===== config.mk =====
export PLATFORM = sky130hd
export DESIGN_NAME = uart_mmio_fifo_ctrl_flat
export DESIGN_NICKNAME = d
export VERILOG_FILES = /design/src/rtl/uart_mmio_fifo_ctrl_if.sv /design/src/rtl/uart_mmio_fifo_ctrl.sv /design/src/flat_wrapper.sv
export SDC_FILE = /design/constraint.sdc
export NUM_CORES = 1
export LEC_CHECK = 0
export CAP_MARGIN = 20
export CORE_UTILIZATION = 35
export CTS_CLUSTER_SIZE = 10
export DETAILED_ROUTE_END_ITERATION = 12
export GPL_TIMING_DRIVEN = 0
export REMOVE_ABC_BUFFERS = 1
export SKIP_CTS_REPAIR_TIMING = 1
export SLEW_MARGIN = 10
export SYNTH_ARGS = -nofsm -noshare
export SYNTH_HDL_FRONTEND = slang
export SYNTH_SLANG_ARGS = --single-unit

===== constraint.sdc =====
create_clock -name clk -period 3.68 [get_ports clk]
set_clock_uncertainty 0.2 [all_clocks]
set_input_delay 0.368 -clock clk [delete_from_list [all_inputs] [get_ports clk]]
set_output_delay 0.368 -clock clk [all_outputs]
set_load 0.05 [all_outputs]

===== src/rtl/uart_mmio_fifo_ctrl_if.sv =====
// CPU load/store port into the UART register window.
// master drives the access, slave answers with hit/read_data.
interface uart_mmio_fifo_ctrl_if;
  logic [31:0] addr;
  logic        write_en;
  logic        read_en;
  logic [7:0]  write_data;
  logic        hit;
  logic [31:0] read_data;

  modport master (
    output addr, write_en, read_en, write_data,
    input  hit, read_data
  );

  modport slave (
    input  addr, write_en, read_en, write_data,
    output hit, read_data
  );
endinterface


===== src/rtl/uart_mmio_fifo_ctrl.sv =====
// MMIO UART controller: TX/RX byte FIFOs behind a 5-register window.
// Sticky overflow/underflow flags, cleared by writing ones to ERR.
module uart_mmio_fifo_ctrl #(
  parameter logic [31:0] BASE_ADDR = 32'h8000_0000,
  parameter int          TX_DEPTH  = 8,
  parameter int          RX_DEPTH  = 8
) (
  input  logic                  clk,
  input  logic                  rst_n,
  uart_mmio_fifo_ctrl_if.slave  bus,
  output logic [7:0]            data_in,
  output logic                  data_in_valid,
  input  logic                  data_in_ready,
  input  logic [7:0]            data_out,
  input  logic                  data_out_valid,
  output logic                  data_out_ready
);
  localparam int TAW = $clog2(TX_DEPTH);
  localparam int RAW = $clog2(RX_DEPTH);
  localparam logic [7:0] TXD = 8'(TX_DEPTH);
  localparam logic [7:0] RXD = 8'(RX_DEPTH);
  localparam logic [TAW-1:0] TX_LAST = TAW'(TX_DEPTH - 1);
  localparam logic [RAW-1:0] RX_LAST = RAW'(RX_DEPTH - 1);

  logic [7:0]     tx_mem_q [TX_DEPTH];
  logic [7:0]     rx_mem_q [RX_DEPTH];
  logic [TAW-1:0] tx_wr_q, tx_wr_d, tx_rd_q, tx_rd_d;
  logic [RAW-1:0] rx_wr_q, rx_wr_d, rx_rd_q, rx_rd_d;
  logic [7:0]     tx_cnt_q, tx_cnt_d, rx_cnt_q, rx_cnt_d;
  logic           tx_ovf_q, tx_ovf_d, rx_unf_q, rx_unf_d;

  logic [31:0] off;
  logic        in_win;
  logic        sel_txs, sel_rxs, sel_txd, sel_rxd, sel_err;
  logic        tx_full, tx_push, tx_pop, tx_ovf_set;
  logic        rx_empty, rx_push, rx_pop, rx_unf_set;
  logic [7:0]  rx_head;

  always_comb begin
    off     = bus.addr - BASE_ADDR;
    in_win  = (off[31:5] == 27'd0) && (off[1:0] == 2'd0);
    sel_txs = in_win && (off[4:2] == 3'd0);
    sel_rxs = in_win && (off[4:2] == 3'd1);
    sel_txd = in_win && (off[4:2] == 3'd2);
    sel_rxd = in_win && (off[4:2] == 3'd3);
    sel_err = in_win && (off[4:2] == 3'd4);
    bus.hit = (bus.read_en | bus.write_en)
            & (sel_txs | sel_rxs | sel_txd | sel_rxd | sel_err);

    tx_full    = (tx_cnt_q == TXD);
    tx_push    = bus.write_en & sel_txd & ~tx_full;
    tx_ovf_set = bus.write_en & sel_txd & tx_full;
    tx_pop     = data_in_valid & data_in_ready;

    rx_empty   = (rx_cnt_q == 8'd0);
    rx_push    = data_out_valid & data_out_ready;
    rx_pop     = bus.read_en & sel_rxd & ~rx_empty;
    rx_unf_set = bus.read_en & sel_rxd & rx_empty;
    rx_head    = rx_empty ? 8'h00 : rx_mem_q[rx_rd_q];
  end

  // Outputs gated by count so reset forces them low immediately
  always_comb begin
    data_in_valid  = (tx_cnt_q != 8'd0);
    data_in        = data_in_valid ? tx_mem_q[tx_rd_q] : 8'h00;
    data_out_ready = rst_n & (rx_cnt_q < RXD);
  end

  always_comb begin
    bus.read_data = 32'd0;
    if (bus.read_en) begin
      unique case (1'b1)
        sel_txs: bus.read_data = {16'd0, tx_cnt_q, 7'd0, ~tx_full};
        sel_rxs: bus.read_data = {16'd0, rx_cnt_q, 7'd0, ~rx_empty};
        sel_rxd: bus.read_data = {24'd0, rx_head};
        sel_err: bus.read_data = {30'd0, rx_unf_q, tx_ovf_q};
        default: bus.read_data = 32'd0;
      endcase
    end
  end

  always_comb begin
    tx_wr_d = tx_wr_q;
    tx_rd_d = tx_rd_q;
    rx_wr_d = rx_wr_q;
    rx_rd_d = rx_rd_q;
    if (tx_push) tx_wr_d = (tx_wr_q == TX_LAST) ? '0 : tx_wr_q + 1'b1;
    if (tx_pop)  tx_rd_d = (tx_rd_q == TX_LAST) ? '0 : tx_rd_q + 1'b1;
    if (rx_push) rx_wr_d = (rx_wr_q == RX_LAST) ? '0 : rx_wr_q + 1'b1;
    if (rx_pop)  rx_rd_d = (rx_rd_q == RX_LAST) ? '0 : rx_rd_q + 1'b1;

    unique case ({tx_push, tx_pop})
      2'b10:   tx_cnt_d = tx_cnt_q + 8'd1;
      2'b01:   tx_cnt_d = tx_cnt_q - 8'd1;
      default: tx_cnt_d = tx_cnt_q;
    endcase
    unique case ({rx_push, rx_pop})
      2'b10:   rx_cnt_d = rx_cnt_q + 8'd1;
      2'b01:   rx_cnt_d = rx_cnt_q - 8'd1;
      default: rx_cnt_d = rx_cnt_q;
    endcase

    // Clear first so a same-cycle set wins
    tx_ovf_d = tx_ovf_q;
    rx_unf_d = rx_unf_q;
    if (bus.write_en && sel_err) begin
      if (bus.write_data[0]) tx_ovf_d = 1'b0;
      if (bus.write_data[1]) rx_unf_d = 1'b0;
    end
    if (tx_ovf_set) tx_ovf_d = 1'b1;
    if (rx_unf_set) rx_unf_d = 1'b1;
  end

  always_ff @(posedge clk or negedge rst_n) begin
    if (!rst_n) begin
      tx_wr_q  <= '0;
      tx_rd_q  <= '0;
      rx_wr_q  <= '0;
      rx_rd_q  <= '0;
      tx_cnt_q <= '0;
      rx_cnt_q <= '0;
      tx_ovf_q <= 1'b0;
      rx_unf_q <= 1'b0;
    end else begin
      tx_wr_q  <= tx_wr_d;
      tx_rd_q  <= tx_rd_d;
      rx_wr_q  <= rx_wr_d;
      rx_rd_q  <= rx_rd_d;
      tx_cnt_q <= tx_cnt_d;
      rx_cnt_q <= rx_cnt_d;
      tx_ovf_q <= tx_ovf_d;
      rx_unf_q <= rx_unf_d;
    end
  end

  always_ff @(posedge clk or negedge rst_n) begin
    if (!rst_n) begin
      for (int i = 0; i < TX_DEPTH; i++) tx_mem_q[i] <= 8'h00;
      for (int i = 0; i < RX_DEPTH; i++) rx_mem_q[i] <= 8'h00;
    end else begin
      if (tx_push) tx_mem_q[tx_wr_q] <= bus.write_data;
      if (rx_push) rx_mem_q[rx_wr_q] <= data_out;
    end
  end
endmodule


===== src/flat_wrapper.sv =====
// flat-port wrapper written by rule: the top's interface ports become plain ports
module uart_mmio_fifo_ctrl_flat 
#(
  parameter logic [31:0] BASE_ADDR = 32'h8000_0000,
  parameter int          TX_DEPTH  = 8,
  parameter int          RX_DEPTH  = 8
)
  (clk, rst_n, data_in, data_in_valid, data_in_ready, data_out, data_out_valid, data_out_ready, bus_addr, bus_write_en, bus_read_en, bus_write_data, bus_hit, bus_read_data);
  uart_mmio_fifo_ctrl_if bus_i ();
  input  logic clk;
  input  logic rst_n;
  output logic [7:0] data_in;
  output logic data_in_valid;
  input  logic data_in_ready;
  input  logic [7:0] data_out;
  input  logic data_out_valid;
  output logic data_out_ready;
  input wire logic [$bits(bus_i.addr)-1:0] bus_addr;
  input wire logic [$bits(bus_i.write_en)-1:0] bus_write_en;
  input wire logic [$bits(bus_i.read_en)-1:0] bus_read_en;
  input wire logic [$bits(bus_i.write_data)-1:0] bus_write_data;
  output wire logic [$bits(bus_i.hit)-1:0] bus_hit;
  output wire logic [$bits(bus_i.read_data)-1:0] bus_read_data;
  assign bus_i.addr = bus_addr;
  assign bus_i.write_en = bus_write_en;
  assign bus_i.read_en = bus_read_en;
  assign bus_i.write_data = bus_write_data;
  assign bus_hit = bus_i.hit;
  assign bus_read_data = bus_i.read_data;
  uart_mmio_fifo_ctrl #(.BASE_ADDR(BASE_ADDR), .TX_DEPTH(TX_DEPTH), .RX_DEPTH(RX_DEPTH)) u_core (.clk(clk), .rst_n(rst_n), .bus(bus_i), .data_in(data_in), .data_in_valid(data_in_valid), .data_in_ready(data_in_ready), .data_out(data_out), .data_out_valid(data_out_valid), .data_out_ready(data_out_ready));
endmodule

==> flow_metrics.tcl, run 1 <==
set metrics [dict create \
    die_area_um2 24220 \
    layout-drive-gt1-share 0.3338 \
    yosysWarnings 0 \
    max_freq_mhz 288.7 \
    cts-root-buf "clkbuf_16" \
    cts_made_buffers 17 \
    p_seq_frac 0.451 \
    setup_slack_ns 0.2157 \
    switching_power_mw 1.556 \
    synth_top_area_share 0.4787 \
    async_flop_share 1.000 \
    wire_per_inst_um 18.08 \
    yosysTopAreaCell "dfrtp_1" \
    clock_power_share 0.325 \
    grt_max_degree 91 \
    port_buffers 80 \
    cap_viol_max_count 0 \
    ios 97 \
    dr.pass1.iters 4 \
    timing.final.hold_violations 0 \
    intPower_mw 3.743 \
    hold_path_class "reg -> reg" \
    hpwlAfterDp_mm 12.47 \
    gp_congestion 0.8319 \
    grt_setup_unrepaired "no" \
    syn_to_final_growth_pct 22.89 \
    setup_viol 0 \
    h-tree-depth 4 \
    clk_pin_slew_ns 0.07 \
    cts_tree "done" \
    cpPeakStageDelay_ns 0.94 \
    start_util 0.3604 \
    wl_mm 18.60 \
    critPathRequiredTime_ns 3.78 \
    ys_ff_latch 158 \
    cp.arrival_ns 3.57 \
    p_leak_nw 4.633 \
    rows 55 \
    synth-edff-count 0 \
    timing.final.crit_share 0.9414 \
    critPathSlowestCell "nor4b_4" \
    layout_min_cycle_time_ns 3.464 \
    clkSinkCount 158 \
    power_density_nw_per_um2 522.0 \
    globalRouteOverflowTotal 0 \
    syn_avg_cell_area_um2 13.28 \
    core_area_um2 22920 \
    slew_headroom 0.3319 \
    worstSetupStartpointType "primary input" \
    synth_area_um2 8259 \
    clock_latency_ns 0.42 \
    place_ws_ns -0.9525 \
    grt_pass1_wl_mm 29.70 \
    yosysSeqAreaShare 0.4787 \
    combPwrFrac 0.224 \
    slew_viol_final 0 \
    via_per_inst 5.257 \
    drc 0 \
    antennaDiodeCount 0 \
    synth_cells 622 \
    worstPathMaxFanout 9 \
    synth_flop_cell "dfrtp_1" \
    grt_usage 0.1593 \
    antenna_found_initial 0 \
    die_x_um 155.6 \
    setup_tns_ns 0 \
    swShare 0.2936 \
    grt_pass1_vias 5683 \
    yosysUniqueCellTypes 61 \
    drtAntennaViolNets 0 \
    die_h_um 155.6 \
    final_nets 776 \
    vias 5409 \
    clockBufferDepth 2 \
    status "completed" \
    end_kind "flip-flop" \
    ys_top_cells_by_area "dfrtp_1, mux2_2, mux4_2" \
    worstMarginPinSlew_ns 0.9978 \
    crit_chain "clkdlybuf4s50_1 > nor4bb_1 > nand4bb_1 > nor4b_4 > mux2_2" \
    drtIter0Drc 274 \
    path_class "in -> reg" \
    vdd_drop_max_uv 347.7 \
]
-- power groups by stage --
stage | clock, mW | sequential [mW] | combinational (mW)
finish | 1.72 | 2.39 | 1.19
global route | 1.84 | 2.44 | 1.31
CTS | 1.76 | 2.39 | 1.19
detailed placement | 0 | 2.42 | 1.18
global placement | 0 | 2.40 | 1.08
floorplan | 0 | 2.34 | 0.867
-- cell type report --
class,instances,area [um^2]
Clock buffer,17,425.4
Inverter,9,33.78
Sequential cell,158,3955
Timing Repair Buffer,92,1018
Tap cell,313,391.6
Clock inverter,15,152.6
Fill cell,2038,12770
Multi-Input combinational cell,425,4173
-- cells in the final DEF, fill, tap and decap left out, types with 3 or more instances in the layout --
| cell | count |
|---|---|
| o21ai_0 | 8 |
| xnor2_1 | 8 |
| nor4b_1 | 3 |
| and3_1 | 3 |
| inv_6 | 4 |
| inv_1 | 9 |
| nor3b_1 | 3 |
| nor3_1 | 10 |
| ha_1 | 16 |
| nor4b_4 | 3 |
| mux2i_1 | 15 |
| nor2b_1 | 6 |
| nand4_1 | 7 |
| clkbuf_16 | 17 |
| buf_4 | 6 |
| nand3_1 | 6 |
| mux2_1 | 5 |
| clkinv_4 | 4 |
| buf_16 | 4 |
| dfrtp_1 | 157 |
| nor4_1 | 5 |
| o211ai_1 | 3 |
| nor3_2 | 4 |
| conb_1 | 16 |
| clkdlybuf4s50_1 | 68 |
| a22oi_1 | 9 |
| nand2b_1 | 3 |
| a21oi_1 | 6 |
| xor2_1 | 8 |
| dlymetal6s2s_1 | 11 |
| mux2_2 | 134 |
| a21o_1 | 7 |
| clkinvlp_4 | 4 |
| mux4_2 | 32 |
| a31oi_1 | 3 |
| nor2_1 | 39 |
| nand2_1 | 21 |
-- per-stage QoR --
step	cells	hold WS, ns	util	total power [mW]	instance area, um^2
2_1_floorplan	592	-0.1276	-	3.206	8078
6_report	1029	0.2865	0.4429	5.298	10150
5_1_grt	1029	0.3107	0.4429	5.598	10150
4_1_cts	1020	-0.2189	0.4336	5.333	9936
3_3_place_gp	985	0.2678	0.4045	3.483	9270
3_5_place_dp	988	0.2433	0.4084	3.601	9358
-- worst max-delay path: cells and delay by family --
kind | cells | cell delay, ns
buffers and inverters | 1 | 0.62
muxes | 1 | 0.42
and+or+nand+nor | 3 | 2.15
-- synth_stat cells (7+ instances only) --
library cell,n
nor2_1,40
o21ai_0,9
ha_1,18
mux2i_1,15
dfrtp_1,158
buf_2,7
xor2_1,8
clkbuf_1,17
nand4_1,7
mux4_2,32
nand3_1,7
buf_4,16
xnor2_1,8
a21o_1,7
mux2_2,134
inv_1,9
a22oi_1,9
nor3_1,11
a21oi_1,7
nand2_1,21
-- metal layers --
metal | vias to the layer above | wire (um) | global-route usage
met1 | 2804 | 7850 | 0.1898
met5 | - | 0 | 0
met3 | 23 | 659 | 0.03333
met2 | 123 | 9860 | 0.2876
met4 | 0 | 233 | 0.04715
li1 | 2459 | - | -
-- sequential cells by signal, summed over array words and instances (netlist names) --
| register | flops |
|---|---|
| u_core.rx_cnt_q | 8 |
| u_core.tx_mem_q | 64 |
| u_core.tx_cnt_q | 8 |
| u_core.rx_mem_q | 64 |
| u_core.rx_wr_q | 3 |
| u_core.tx_ovf_q | 1 |
| u_core.rx_rd_q | 3 |
| u_core.tx_wr_q | 3 |
| u_core.tx_rd_q | 3 |
| u_core.rx_unf_q | 1 |
-- path summary, 6_finish.rpt --
| path | start | endpoint | slack, ns | depth (start not counted) |
|---|---|---|---|---|
| worst max-delay path | bus_addr[4] | u_core.tx_mem_q[31]$_DFFE_PN0P_ | 0.22 | 5 |
| worst min-delay path | u_core.tx_ovf_q$_DFFE_PN0P_ | u_core.tx_ovf_q$_DFFE_PN0P_ | 0.29 | 1 |
| worst max register to register | u_core.rx_cnt_q[5]$_DFFE_PN0P_ | u_core.rx_cnt_q[6]$_DFFE_PN0P_ | 0.23 | 12 |
| worst min register to register | u_core.tx_ovf_q$_DFFE_PN0P_ | u_core.tx_ovf_q$_DFFE_PN0P_ | 0.29 | 1 |
| max in group asynchronous | rst_n | u_core.tx_mem_q[18]$_DFFE_PN0P_ | 2.51 | 3 |
| min in group asynchronous | rst_n | u_core.tx_cnt_q[2]$_DFFE_PN0P_ | 0.37 | 3 |
-- logic make-up (layout without fill, tap and decap cells) --
kind of cell,Yosys count,after routing,share of synthesized area
AO/OA/AOI/OAI,49,49,0.04090
XOR/XNOR,16,16,0.01697
adder cells (fa/ha/maj),19,19,0.02969
buffers and inverters,54,133,0.03287
flip-flops,158,158,0.4787
multiplexers,186,186,0.2950
other,1,16,0.0004540
AND/OR/NAND/NOR,139,139,0.1054
No activity file was read; power rests on OpenSTA's default activity.
==> run 2, diff against run 1 <==
--- a/config.mk
+++ b/config.mk
@@ -7,6 +7,7 @@
 export LEC_CHECK = 0
 export CAP_MARGIN = 20
 export CORE_UTILIZATION = 35
+export CTS_CLUSTER_DIAMETER = 150
 export CTS_CLUSTER_SIZE = 10
 export DETAILED_ROUTE_END_ITERATION = 12
 export GPL_TIMING_DRIVEN = 0
==> results of run 2 <==
The final DEF is identical to that of run 1; final timing and power are the same.
==> run 3, diff against run 2 <==
--- a/config.mk
+++ b/config.mk
@@ -7,6 +7,7 @@
 export LEC_CHECK = 0
 export CAP_MARGIN = 20
 export CORE_UTILIZATION = 35
+export CTS_BUF_LIST = sky130_fd_sc_hd__clkbuf_8 sky130_fd_sc_hd__clkbuf_16
 export CTS_CLUSTER_DIAMETER = 150
 export CTS_CLUSTER_SIZE = 10
 export DETAILED_ROUTE_END_ITERATION = 12
==> constraint.sdc (replaced) <==
create_clock -name clk -period 4.15 [get_ports clk]
set_clock_uncertainty 0.2 [all_clocks]
set_input_delay 0.415 -clock clk [delete_from_list [all_inputs] [get_ports clk]]
set_output_delay 0.415 -clock clk [all_outputs]
set_load 0.05 [all_outputs]
==> flow_metrics.tcl, run 3 (synthesis results as in run 1) <==
set metrics [dict create \
    status "completed" \
    largest_registers "u_core.rx_mem_q: 64 flops, u_core.tx_mem_q: 64 flops" \
    antennaDiodeCount 0 \
    r2r_cells 12 \
    clock_latency_ns 0.42 \
    worstPathMaxFanout 8 \
    timing.final.hold_violations 0 \
    grt.met3_usage 0.03333 \
    p_leak_nw 4.390 \
    drtAntennaViolNets 0 \
    cts-root-buf "clkbuf_16" \
    cts_made_buffers 17 \
    critPathLaunch "bus_addr[23]" \
    crit_end "bus_read_data[11]" \
    max_freq_mhz 249.3 \
    fin_area_um2 10020 \
    setup_viol 0 \
    layout_min_cycle_time_ns 4.011 \
    timing.final.crit_share 0.9666 \
    cp_common_cell "clkdlybuf4s50_1" \
    cap_viol_max_count 0 \
    path_class "in -> out" \
    drc 0 \
    start_util 0.3604 \
    vdd_drop_max_uv 310.0 \
    core_area_um2 22920 \
    gp_congestion 0.8319 \
    grt_use_met1 0.1898 \
    clkSinkCount 158 \
    grt_max_degree 91 \
    worstMarginPinSlew_ns 0.9737 \
    power_density_nw_per_um2 467.1 \
    r2r-start "u_core.rx_cnt_q[3]$_DFFE_PN0P_" \
    worstSetupStartpointType "primary input" \
    final_nets 771 \
    globalRouteOverflowTotal 0 \
    cts_tree "done" \
    min_from "u_core.tx_ovf_q$_DFFE_PN0P_" \
    die_h_um 155.6 \
    die_x_um 155.6 \
    drtIter0Drc 295 \
    grt_setup_unrepaired "yes" \
    cpPeakStageDelay_ns 0.82 \
    grt_pass1_vias 5683 \
    busiest_layer "met2" \
    antenna_found_initial 0 \
    dr.pass1.iters 6 \
    regToRegSetupSlack_ns 0.38 \
    clk_pin_slew_ns 0.06 \
    grt_pass1_wl_mm 29.70 \
    met2_usage 0.2876 \
    port_buffers 80 \
    ios 97 \
    layout-drive-gt1-share 0.3193 \
    hpwlAfterDp_mm 12.47 \
    mostFrequentLayoutCell "dfrtp_1" \
    place_area_um2 9358 \
    cp.arrival_ns 3.40 \
    vias 5359 \
    critPathRequiredTime_ns 3.53 \
    die_area_um2 24220 \
    clockBufferDepth 2 \
    wire_per_inst_um 18.03 \
    critPathSlowestCell "clkdlybuf4s50_1" \
    wl_mm 18.46 \
    layout_common_cells "dfrtp_1, mux2_2, clkdlybuf4s50_1" \
    h-tree-depth 4 \
    end_kind "output port" \
    hold_path_class "reg -> reg" \
    slew_headroom 0.3480 \
    rows 55 \
    via_per_inst 5.233 \
    grt_usage 0.1593 \
    r2r_end "u_core.rx_cnt_q[6]$_DFFE_PN0P_" \
    crit_chain "clkdlybuf4s50_1 > nor4_1 > nand4_1 > nor4b_2 > a22oi_1 > nor2_1 > clkdlybuf4s50_1" \
    slew_viol_final 0 \
    hold_slack_ns 0.2856 \
    syn_to_final_growth_pct 21.35 \
]
==> run 3: cell count changes in the layout (fill, tap and decap cells not counted), sizes merged <==
cell,previous run,this run
buf,12,7
dlymetal6s2s,11,0
clkdlybuf4s50,68,79
==> run 3: per-layer routing <==
layer / wire length [um] / share of wire
met4: 238 / 0.013
met1: 7808 / 0.42
met2: 9793 / 0.53
met3: 620 / 0.034
met5: 0 / 0
==> run 3: final cells by class <==
type                            instances  area [um^2]
Inverter                                9        33.78
Clock buffer                           17        425.4
Multi-Input combinational cell        425         4124
Tap cell                              313        391.6
Sequential cell                       158         3954
Fill cell                            2039        12890
Clock inverter                         15        152.6
Timing Repair Buffer                   87        940.9
==> run 3: worst min-delay path by stage <==
stage / endpoint / slack (ns) / depth (start not counted)
floorplan: u_core.rx_cnt_q[0]$_DFFE_PN0P_ / -0.08 / 0
global placement: u_core.rx_mem_q[15]$_DFFE_PN0P_ / 0.27 / 1
detailed placement: u_core.tx_ovf_q$_DFFE_PN0P_ / 0.27 / 1
CTS: u_core.tx_cnt_q[5]$_DFFE_PN0P_ / -0.17 / 1
global route: u_core.tx_ovf_q$_DFFE_PN0P_ / 0.31 / 1
finish: u_core.tx_ovf_q$_DFFE_PN0P_ / 0.29 / 1
==> run 3: worst max-delay path, delay by kind of cell <==
kind            cells  cell delay (ns)
simple gates        4             1.57
compound gates      1             0.20
buf+inv             2             1.22
==> run 3: through the flow <==
stage	util	TNS, ns	worst slack (ns)	std cells	power (mW)
2_1_floorplan	-	0	0.6649	592	2.843
3_3_place_gp	0.4045	-879.82	-5.095	985	3.088
3_5_place_dp	0.4084	-2.956	-0.5295	988	3.193
4_1_cts	0.4336	-1.877	-0.2004	1020	4.729
5_1_grt	0.4373	-0.2309	-0.07165	1024	4.944
6_report	0.4373	0	0.1386	1024	4.682
==> run 3: report_power, final <==
part	leakage (nW)	switching [mW]	internal, mW
combinational	2.02	0.451	0.589
clock	0.271	0.682	0.844
sequential	2.10	0.241	1.87
total	4.39	1.37	3.31
